==> src/rtl/lbm_pkg.sv <==
`default_nettype none
// ============================================================================
//  Module      : lbm_pkg
//  Description : Shared defaults, FSM encoding and channel slicing helper for
//                the LBM accelerator bank arbiter.
//  Revision    : 1.0  initial release
// ============================================================================
package lbm_pkg;

    // D2Q9 lattice defaults
    localparam int c_LBM_Q  = 9;
    localparam int c_LBM_DW = 16;
    localparam int c_LBM_AW = 12;

    // Bank swapper FSM encoding
    typedef enum logic [1:0] {
        ST_RUN   = 2'd0,
        ST_DRAIN = 2'd1,
        ST_SWAP  = 2'd2
    } lbm_state_e;

    // Flattened multi-channel buses place channel ch at [chan_lo(ch, w) +: w]
    function automatic int chan_lo(input int ch, input int w);
        return ch * w;
    endfunction

endpackage
`default_nettype wire

==> src/rtl/lbm_rd_return_pipe.sv <==
`default_nettype none
// ============================================================================
//  Module      : lbm_rd_return_pipe
//  Description : RD_LAT-deep shift register carrying a read-issue flag and the
//                bank it was issued to, so returned data is steered from the
//                bank owned at issue time.
//  Revision    : 1.0  initial release
// ============================================================================
module lbm_rd_return_pipe #(
    parameter int RD_LAT = 1
) (
    input  logic clk,
    input  logic rst,
    input  logic i_valid,
    input  logic i_sel,
    output logic o_valid,
    output logic o_sel
);

    logic [RD_LAT-1:0] r_valid_sr;
    logic [RD_LAT-1:0] r_sel_sr;

    // Shift {valid, bank_sel} one stage per cycle; reset discards in-flight reads
    always_ff @(posedge clk) begin
        if (rst) begin
            r_valid_sr <= '0;
            r_sel_sr   <= '0;
        end else begin
            r_valid_sr[0] <= i_valid;
            r_sel_sr[0]   <= i_sel;
            for (int i = 1; i < RD_LAT; i++) begin
                r_valid_sr[i] <= r_valid_sr[i-1];
                r_sel_sr[i]   <= r_sel_sr[i-1];
            end
        end
    end

    assign o_valid = r_valid_sr[RD_LAT-1];
    assign o_sel   = r_sel_sr[RD_LAT-1];

endmodule
`default_nettype wire

==> src/rtl/lbm_bank_swapper.sv <==
`default_nettype none
// ============================================================================
//  Module      : lbm_bank_swapper
//  Description : Ping-pong BRAM bank arbiter. Compute owns one bank while the
//                DDR transfer side owns the other; once both sides report chunk
//                completion, in-flight reads drain and ownership swaps.
//  Revision    : 1.0  initial release
// ============================================================================
module lbm_bank_swapper
    import lbm_pkg::*;
#(
    parameter int Q      = c_LBM_Q,
    parameter int DW     = c_LBM_DW,
    parameter int AW     = c_LBM_AW,
    parameter int RD_LAT = 1,
    parameter int CW     = 16
) (
    input  logic            m00_axis_aclk,
    input  logic            m00_axis_areset,
    // transfer side
    input  logic [AW-1:0]   xfer_addr,
    input  logic            xfer_wen,
    input  logic            xfer_ren,
    input  logic [Q*DW-1:0] xfer_wdata,
    output logic [Q*DW-1:0] xfer_rdata,
    output logic            xfer_rvalid,
    input  logic            xfer_done,
    output logic            xfer_grant,
    // compute side
    input  logic [Q*AW-1:0] cmp_addr,
    input  logic [Q-1:0]    cmp_wen,
    input  logic            cmp_ren,
    input  logic [Q*DW-1:0] cmp_wdata,
    output logic [Q*DW-1:0] cmp_rdata,
    output logic            cmp_rvalid,
    input  logic            cmp_done,
    output logic            cmp_grant,
    // banks
    output logic [Q*AW-1:0] bankA_addr,
    output logic [Q*AW-1:0] bankB_addr,
    output logic [Q-1:0]    bankA_wen,
    output logic [Q-1:0]    bankB_wen,
    output logic [Q*DW-1:0] bankA_wdata,
    output logic [Q*DW-1:0] bankB_wdata,
    input  logic [Q*DW-1:0] bankA_rdata,
    input  logic [Q*DW-1:0] bankB_rdata,
    // status
    output logic            cmp_bank,
    output logic            swap_pulse,
    output logic [CW-1:0]   swap_count
);

    localparam int c_CNT_W = (RD_LAT > 1) ? $clog2(RD_LAT) : 1;
    localparam logic [c_CNT_W-1:0] c_DRAIN_LAST = c_CNT_W'(RD_LAT - 1);

    lbm_state_e          r_state;
    logic                r_cmp_bank;
    logic                r_xfer_flag;
    logic                r_cmp_flag;
    logic                r_swap_pulse;
    logic [CW-1:0]       r_swap_count;
    logic [c_CNT_W-1:0]  r_drain_cnt;

    logic                w_run;
    logic                w_xfer_grant;
    logic                w_cmp_grant;
    logic                w_xfer_flag_nxt;
    logic                w_cmp_flag_nxt;
    logic [Q*AW-1:0]     w_xfer_addr_rep;
    logic [Q-1:0]        w_xfer_wen_g;
    logic [Q-1:0]        w_cmp_wen_g;
    logic                w_cmp_rv;
    logic                w_cmp_rsel;
    logic                w_xfer_rv;
    logic                w_xfer_rsel;

    assign w_run           = (r_state == ST_RUN);
    assign w_xfer_grant    = w_run & ~r_xfer_flag;
    assign w_cmp_grant     = w_run & ~r_cmp_flag;
    assign w_xfer_flag_nxt = r_xfer_flag | xfer_done;
    assign w_cmp_flag_nxt  = r_cmp_flag  | cmp_done;

    // Sticky done flags, drain countdown and the atomic ownership swap
    always_ff @(posedge m00_axis_aclk) begin
        if (m00_axis_areset) begin
            r_state      <= ST_RUN;
            r_cmp_bank   <= 1'b0;
            r_xfer_flag  <= 1'b0;
            r_cmp_flag   <= 1'b0;
            r_swap_pulse <= 1'b0;
            r_swap_count <= '0;
            r_drain_cnt  <= '0;
        end else begin
            r_swap_pulse <= 1'b0;
            case (r_state)
                ST_RUN: begin
                    r_xfer_flag <= w_xfer_flag_nxt;
                    r_cmp_flag  <= w_cmp_flag_nxt;
                    if (w_xfer_flag_nxt && w_cmp_flag_nxt) begin
                        r_state     <= ST_DRAIN;
                        r_drain_cnt <= '0;
                    end
                end
                ST_DRAIN: begin
                    // Ownership flips on the way into SWAP, after the last
                    // pre-swap read has had RD_LAT cycles to come back.
                    if (r_drain_cnt == c_DRAIN_LAST) begin
                        r_state      <= ST_SWAP;
                        r_cmp_bank   <= ~r_cmp_bank;
                        r_swap_pulse <= 1'b1;
                        r_swap_count <= r_swap_count + 1'b1;
                        r_xfer_flag  <= 1'b0;
                        r_cmp_flag   <= 1'b0;
                    end else begin
                        r_drain_cnt <= r_drain_cnt + 1'b1;
                    end
                end
                ST_SWAP: begin
                    r_state <= ST_RUN;
                end
                default: begin
                    r_state <= ST_RUN;
                end
            endcase
        end
    end

    assign w_xfer_addr_rep = {Q{xfer_addr}};
    assign w_xfer_wen_g    = {Q{xfer_wen & w_xfer_grant}};
    assign w_cmp_wen_g     = cmp_wen & {Q{w_cmp_grant}};

    // Route each side to the bank it currently owns; the two banks always
    // take opposite sources so neither is driven by both sides
    always_comb begin
        bankA_addr  = w_xfer_addr_rep;
        bankA_wen   = w_xfer_wen_g;
        bankA_wdata = xfer_wdata;
        bankB_addr  = w_xfer_addr_rep;
        bankB_wen   = w_xfer_wen_g;
        bankB_wdata = xfer_wdata;
        if (r_cmp_bank == 1'b0) begin
            bankA_addr  = cmp_addr;
            bankA_wen   = w_cmp_wen_g;
            bankA_wdata = cmp_wdata;
        end else begin
            bankB_addr  = cmp_addr;
            bankB_wen   = w_cmp_wen_g;
            bankB_wdata = cmp_wdata;
        end
    end

    lbm_rd_return_pipe #(
        .RD_LAT (RD_LAT)
    ) u_cmp_rd_pipe (
        .clk     (m00_axis_aclk),
        .rst     (m00_axis_areset),
        .i_valid (cmp_ren & w_cmp_grant),
        .i_sel   (r_cmp_bank),
        .o_valid (w_cmp_rv),
        .o_sel   (w_cmp_rsel)
    );

    lbm_rd_return_pipe #(
        .RD_LAT (RD_LAT)
    ) u_xfer_rd_pipe (
        .clk     (m00_axis_aclk),
        .rst     (m00_axis_areset),
        .i_valid (xfer_ren & w_xfer_grant),
        .i_sel   (~r_cmp_bank),
        .o_valid (w_xfer_rv),
        .o_sel   (w_xfer_rsel)
    );

    // Returned data comes from the bank recorded at issue; zero when idle
    always_comb begin
        cmp_rdata  = '0;
        xfer_rdata = '0;
        if (w_cmp_rv) begin
            cmp_rdata = w_cmp_rsel ? bankB_rdata : bankA_rdata;
        end
        if (w_xfer_rv) begin
            xfer_rdata = w_xfer_rsel ? bankB_rdata : bankA_rdata;
        end
    end

    assign cmp_rvalid  = w_cmp_rv;
    assign xfer_rvalid = w_xfer_rv;
    assign xfer_grant  = w_xfer_grant;
    assign cmp_grant   = w_cmp_grant;
    assign cmp_bank    = r_cmp_bank;
    assign swap_pulse  = r_swap_pulse;
    assign swap_count  = r_swap_count;

endmodule
`default_nettype wire

==> config.mk <==
export PLATFORM = sky130hd
export DESIGN_NAME = lbm_bank_swapper
export DESIGN_NICKNAME = d
export VERILOG_FILES = /design/src/rtl/lbm_pkg.sv /design/src/rtl/lbm_rd_return_pipe.sv /design/src/rtl/lbm_bank_swapper.sv
export SDC_FILE = /design/constraint.sdc
export NUM_CORES = 1
export LEC_CHECK = 0
export BUFFER_PORTS_ARGS = -buffer_cell sky130_fd_sc_hd__buf_2
export CAP_MARGIN = 20
export CORE_AREA = 3 3 592 594
export CTS_CLUSTER_DIAMETER = 50
export DETAILED_ROUTE_END_ITERATION = 10
export DIE_AREA = 0 0 595 597
export GPL_TIMING_DRIVEN = 0
export SYNTH_ARGS = -nofsm -noshare
export SYNTH_HDL_FRONTEND = slang
export SYNTH_SLANG_ARGS = --single-unit
==> constraint.sdc <==
create_clock -name m00_axis_aclk -period 3.45 [get_ports m00_axis_aclk]
set_input_delay 0.345 -clock m00_axis_aclk [delete_from_list [all_inputs] [get_ports m00_axis_aclk]]
set_output_delay 0.345 -clock m00_axis_aclk [all_outputs]
set_load 0.05 [all_outputs]
======== Yosys cells after proc, flatten, opt, wreduce, memory -nomap -nowiden ========
Index checks and enable logic that the tools add are counted.
storage, ports and cells
  output and inout port bits .............. 832
  input bits .............................. 712
  word-level logic and storage cells ...... 57
  register bits ........................... 27
operators by class
  multiplexer cells ....................... 20
  add/subtract/negate cells ............... 2
  reductions and logical operators ........ 8
  bitwise operators ....................... 13
  equal/unequal tests ..................... 3
operators with widths
  kind                     number
  $mux W144                6
  $mux W108                2
  $mux W9                  2
  $add A16 B1 Y16 const B  1
  $and A9 B9 Y9            1
  $reduce_and A2 Y1        4
  $pmux W1 S2              3
  $and A1 B1 Y1            5
  $not A1 Y1               5
  $mux W1                  4
  $mux W2                  2
  $pmux W2 S2              1
  $eq A2 B1 Y1 const B     1
  $logic_not A2 Y1         1
  $ne A2 B1 Y1 const B     1
  $ne A2 B2 Y1 const B     1
  $or A1 B1 Y1             2
  $reduce_bool A2 Y1       1
  $reduce_or A2 Y1         1
  $add A1 B1 Y1 const B    1
  $logic_and A1 B1 Y1      1

======== Logic depth before layout (Yosys ltp) ========
  word-level depth ........................ 4
  mapped depth ............................ 6
  mapped depth without buffers ............ 5

======== By module ========
Synthesis repeated with hierarchy kept, for this count alone.
unflattened totals
  cell total of the unflattened synthesis .. 1,481
  area, all modules ....................... 11,262.1 µm²
modules (own cells, without submodules)
  module              area an instance (µm²)  sequential area each (µm²)  cells each  instances
  lbm_bank_swapper    11,157.0                440.4                       1,473       1
  lbm_rd_return_pipe  52.6                    40.0                        4           2

======== Least setup slack after synthesis ========
OpenSTA, ideal clock, no wires.
  path kind ............................... reg-to-output
  start ................................... reg r_state[1]
  end ..................................... out bankA_wen[0]
  stages on the path, launching flop included .. 5
  setup slack ............................. 490 ps
  arrival time ............................ 2,615 ps
  required time ........................... 3,105 ps
  buffers on the path ..................... 1
  path through ............................ dfxtp_1 -> clkbuf_1 -> nor3_1 -> nand3_1 -> nand2_1
on the way
  cells in the longest elaborated chain, start to end .. 4
  elaborated cells between the ends (all ways) .. 6
  those cells by class .................... 1 x mux; 4 x bitwise; 1 x reduce/logical
RTL lines
  item                    line                     source
  from (decl)             lbm_bank_swapper.sv:56   lbm_state_e r_state;
  from (signal assigned)  lbm_bank_swapper.sv:86   r_state <= ST_RUN;
  from (signal assigned)  lbm_bank_swapper.sv:100  r_state <= ST_DRAIN;
  from (signal assigned)  lbm_bank_swapper.sv:108  r_state <= ST_SWAP;
  $logic_not A2 Y1        lbm_bank_swapper.sv:77   assign w_run = (r_state == ST_RUN);
  $and A1 B1 Y1           lbm_bank_swapper.sv:78   assign w_xfer_grant = w_run & ~r_xfer_flag;
  via xfer_grant          lbm_bank_swapper.sv:28   output logic xfer_grant,
  $and A1 B1 Y1           lbm_bank_swapper.sv:129  assign w_xfer_wen_g = {Q{xfer_wen & w_xfer_grant}};
  $mux W9                 lbm_bank_swapper.sv:141  if (r_cmp_bank == 1'b0) begin
  to (decl)               lbm_bank_swapper.sv:41   output logic [Q-1:0] bankA_wen,
The timed path passes the listed nets, and every way through them passes these cells.

======== Worst setup path after layout ========
  start ................................... reg u_xfer_rd_pipe.r_sel_sr, in the netlist u_xfer_rd_pipe.o_sel
  end ..................................... out xfer_rdata[94]
on the way
  cells in the longest elaborated chain, start to end .. 2
RTL lines
  item                               line                      source
  from (decl)                        lbm_rd_return_pipe.sv:21  logic [RD_LAT-1:0] r_sel_sr;
  from (signal, indexed assignment)  lbm_rd_return_pipe.sv:33  r_sel_sr[i] <= r_sel_sr[i-1];
  $mux W144                          lbm_bank_swapper.sv:182   xfer_rdata = w_xfer_rsel ? bankB_rdata : bankA_rdata;
  $mux W144                          lbm_bank_swapper.sv:181   if (w_xfer_rv) begin
  to (decl)                          lbm_bank_swapper.sv:25    output logic [Q*DW-1:0] xfer_rdata,
Every way passes these cells.

==> results.toml <==
[sta]
slew_violations = 0
min_period_over_period = 0.9700
post-route-min-period_ps = 3347
whs_ps = 301.5
skew_ps = 18.10
finalSetupViolations = 0
postLayoutSetupSlackWorst_ps = 103.4
rsz0062_at_grt = "no"
finalHoldViolations = 0
tightest_slew_ps = 1073
relSlewSlack = 0.2844
fmax_ghz = 0.2988
final.setup.tns_ps = 0

[grt]
grt_max_degree = 16
antenna_found_initial = 457
track_usage = 0.1992
grt_pass1_vias = 19630
gr-total-overflow = 0
grt_first_pass_wirelength_um = 412300

[setup_path]
cp.required_ps = 3110
critical-path-max-stage-delay_ps = 650
cp_slowest_cell = "buf_2"
cp-endpoint = "xfer_rdata[94]"
worst_path_most_repeated_cell = "buf_2"
cp.arrival_ps = 3000
cp_cell_sequence = "buf_2 > buf_2 > buf_2 > mux2i_1 > nor2b_1 > buf_2"
crit_cells = 6
critPathTopFamily = "buffers and inverters"
reg2reg_slack_ps = 1390
worstSetupStartpointType = "register"
worstSetupStartpoint = "u_xfer_rd_pipe.o_sel"
r2r-end = "swap_count[4]"
critPathCaptureType = "primary output"
reg2reg_from = "r_state[0]"
crit_fanout = 10
path_buf_inv = 4
worst-setup-path-type = "reg2out"
r2r_cells = 5

[synth]
synth-simple-area-share = 0.2721
synth_area_leader_cell = "mux2_2"
synth_top_area_share = 0.2779
synth-adder-area-share = 0.001072
seq_area_frac_synth = 0.04460
synth_xor_area_frac = 0.009005
syn-num-nets = 2316
synthMuxAreaShare = 0.5270
synth_cell_types = 31
syn_avg_cell_area_um2 = 7.281
synth_top_family_by_area = "multiplexers"
synth_most_common_cell = "nor2b_1"
syn_area_mm2 = 0.01167
synth.area.top_cells = "mux2_2 28%, mux2i_1 25%, nor2b_1 16%, nand2_1 8.1%, o21ai_0 4.8%"
ys_warn_count = 0
synth_edf_count = 0
async_flop_share = 0
synth_ff_type = "dfxtp_1"
synth_compound_area_frac = 0.05617
synth_cells = 1603
yosys-top-cells-count = "293 x nor2b_1, 289 x mux2i_1, 288 x mux2_2"
synth_seq_cells = 26

[routing]
route.detailed.drc = 0
post_drt_wl_per_cell_um = 47.18
dr.pass1.iters = 5
vias = 22000
initialDrtViolationCount = 1724
totalWireLength_um = 370200
final_antenna_net_count = 0
vias_per_cell = 2.803

[outcome]
status = "finished clean"

[die]
num_rows = 216
coreArea_mm2 = 0.3457
die_w_um = 595
die_area_mm2 = 0.3552
initial_core_util = 0.03376
die_h_um = 597
boundaryPins = 1544

[run]
drv_cap = 0

[clock_tree]
numCtsBuffers = 3
cts_tree = "done"
hold_buffers = 0
h-tree-depth = 1
clock-sinks = 26
cts_buffer_depth = 2
clk_latency_ps = 300
post_cts_buffers = 0
cts-root-buf = "clkbuf_16"
clkTransAtPathRegs_ps = 100

[hold_path]
hold_path.class = "in2reg"

[place]
place.gp.congestion = 1.376
dp_cells = 7730
dp_slack_ps = -830.7
port_buffers = 1542
placed_area_mm2 = 0.02526
place_hpwl_um = 352700

[layout]
fillCellCount = 40930
area_delta_synth_final_pct = 120.7
stdcell_area_mm2 = 0.02576
drive_gt1_frac = 0.6188
utilization = 0.07452
fin_nets = 3862
regArea_um2 = 524.3
finalNonFillerCells = 7847
multiInputGateArea_mm2 = 0.01014

[power_and_ir_drop]
pwr-share-comb = 0.920
power_frac_seq = 0.037
peakVddDrop_uv = 232.5
leakage_nw = 11.84
clkPwrFrac = 0.043
p_per_area_mw_per_mm2 = 353.2
p_int_mw = 2.299
switching_share = 0.7473
net-switching-power_mw = 6.798
finalPower_mw = 9.097
==> power by group through the flow <==
stage	combinational (mW)	clock [mW]	sequential, mW
2_1_floorplan	4.64	0	0.344
3_3_place_gp	8.46	0	0.338
3_5_place_dp	8.52	0	0.341
4_1_cts	8.56	0.422	0.335
5_1_grt	8.67	0.422	0.335
6_report	8.37	0.395	0.332
==> area by class of cell <==
class,instances,area share
Buffer,133,0.02516
Timing Repair Buffer,1549,0.3061
Clock buffer,3,0.002914
Sequential cell,26,0.02035
Clock inverter,1,0.001166
Antenna cell,121,0.01175
Tap cell,4578,0.2224
Multi-Input combinational cell,1323,0.3938
Inverter,113,0.01647
==> layer usage <==
metal,part of all wire,track usage,up-vias
met1,0.29,0.1685,9764
li1,-,-,8587
met2,0.51,0.3766,2327
met3,0.14,0.1218,1077
met5,0.0046,0.0002705,-
met4,0.051,0.06940,242
==> sequential cells by signal, summed over array words and instances, names as in the netlist <==
signal                  count
u_xfer_rd_pipe.o_sel        1
swap_count                 16
u_cmp_rd_pipe.o_valid       1
u_cmp_rd_pipe.o_sel         1
swap_pulse                  1
r_state                     2
u_xfer_rd_pipe.o_valid      1
cmp_bank                    1
r_xfer_flag                 1
r_cmp_flag                  1
==> what timing repair did <==
item	4_1_cts	5_1_grt
endpoints found under the setup margin	502	0
resized for setup	48	0
endpoints found under the hold margin	0	0
==> worst min-delay path by stage <==
| stage | start | endpoint | slack [ps] | cells after the start |
|---|---|---|---|---|
| final | cmp_ren | u_cmp_rd_pipe.o_valid | 300 | 2 |
| after global routing | cmp_ren | u_cmp_rd_pipe.o_valid | 320 | 2 |
| after CTS | cmp_ren | u_cmp_rd_pipe.o_valid | 300 | 2 |
| after detailed placement | r_xfer_flag | r_xfer_flag | 530 | 2 |
| after global placement | swap_count[6] | swap_count[6] | 500 | 2 |
| after floorplan | r_xfer_flag | r_state[0] | 480 | 2 |
==> kinds of logic after synthesis <==
family / count (synthesis)
compound gates: 126
xor+xnor: 12
fa+ha+maj: 1
buf+inv: 254
flops: 26
mux: 578
simple gates: 606
==> cell usage in the layout, fill, tap and decap left out, drive strengths merged, types with 12 or more instances in the layout <==
cell type,synthesis,routed
inv,113,113
nand2b,12,12
clkbuf,63,58
nand2,251,251
mux2,289,289
nor2,19,19
dfxtp,26,26
buf,78,1627
o21ai,111,111
nor2b,293,293
diode,0,121
mux2i,289,289
No activity file was read; power rests on OpenSTA's default activity.
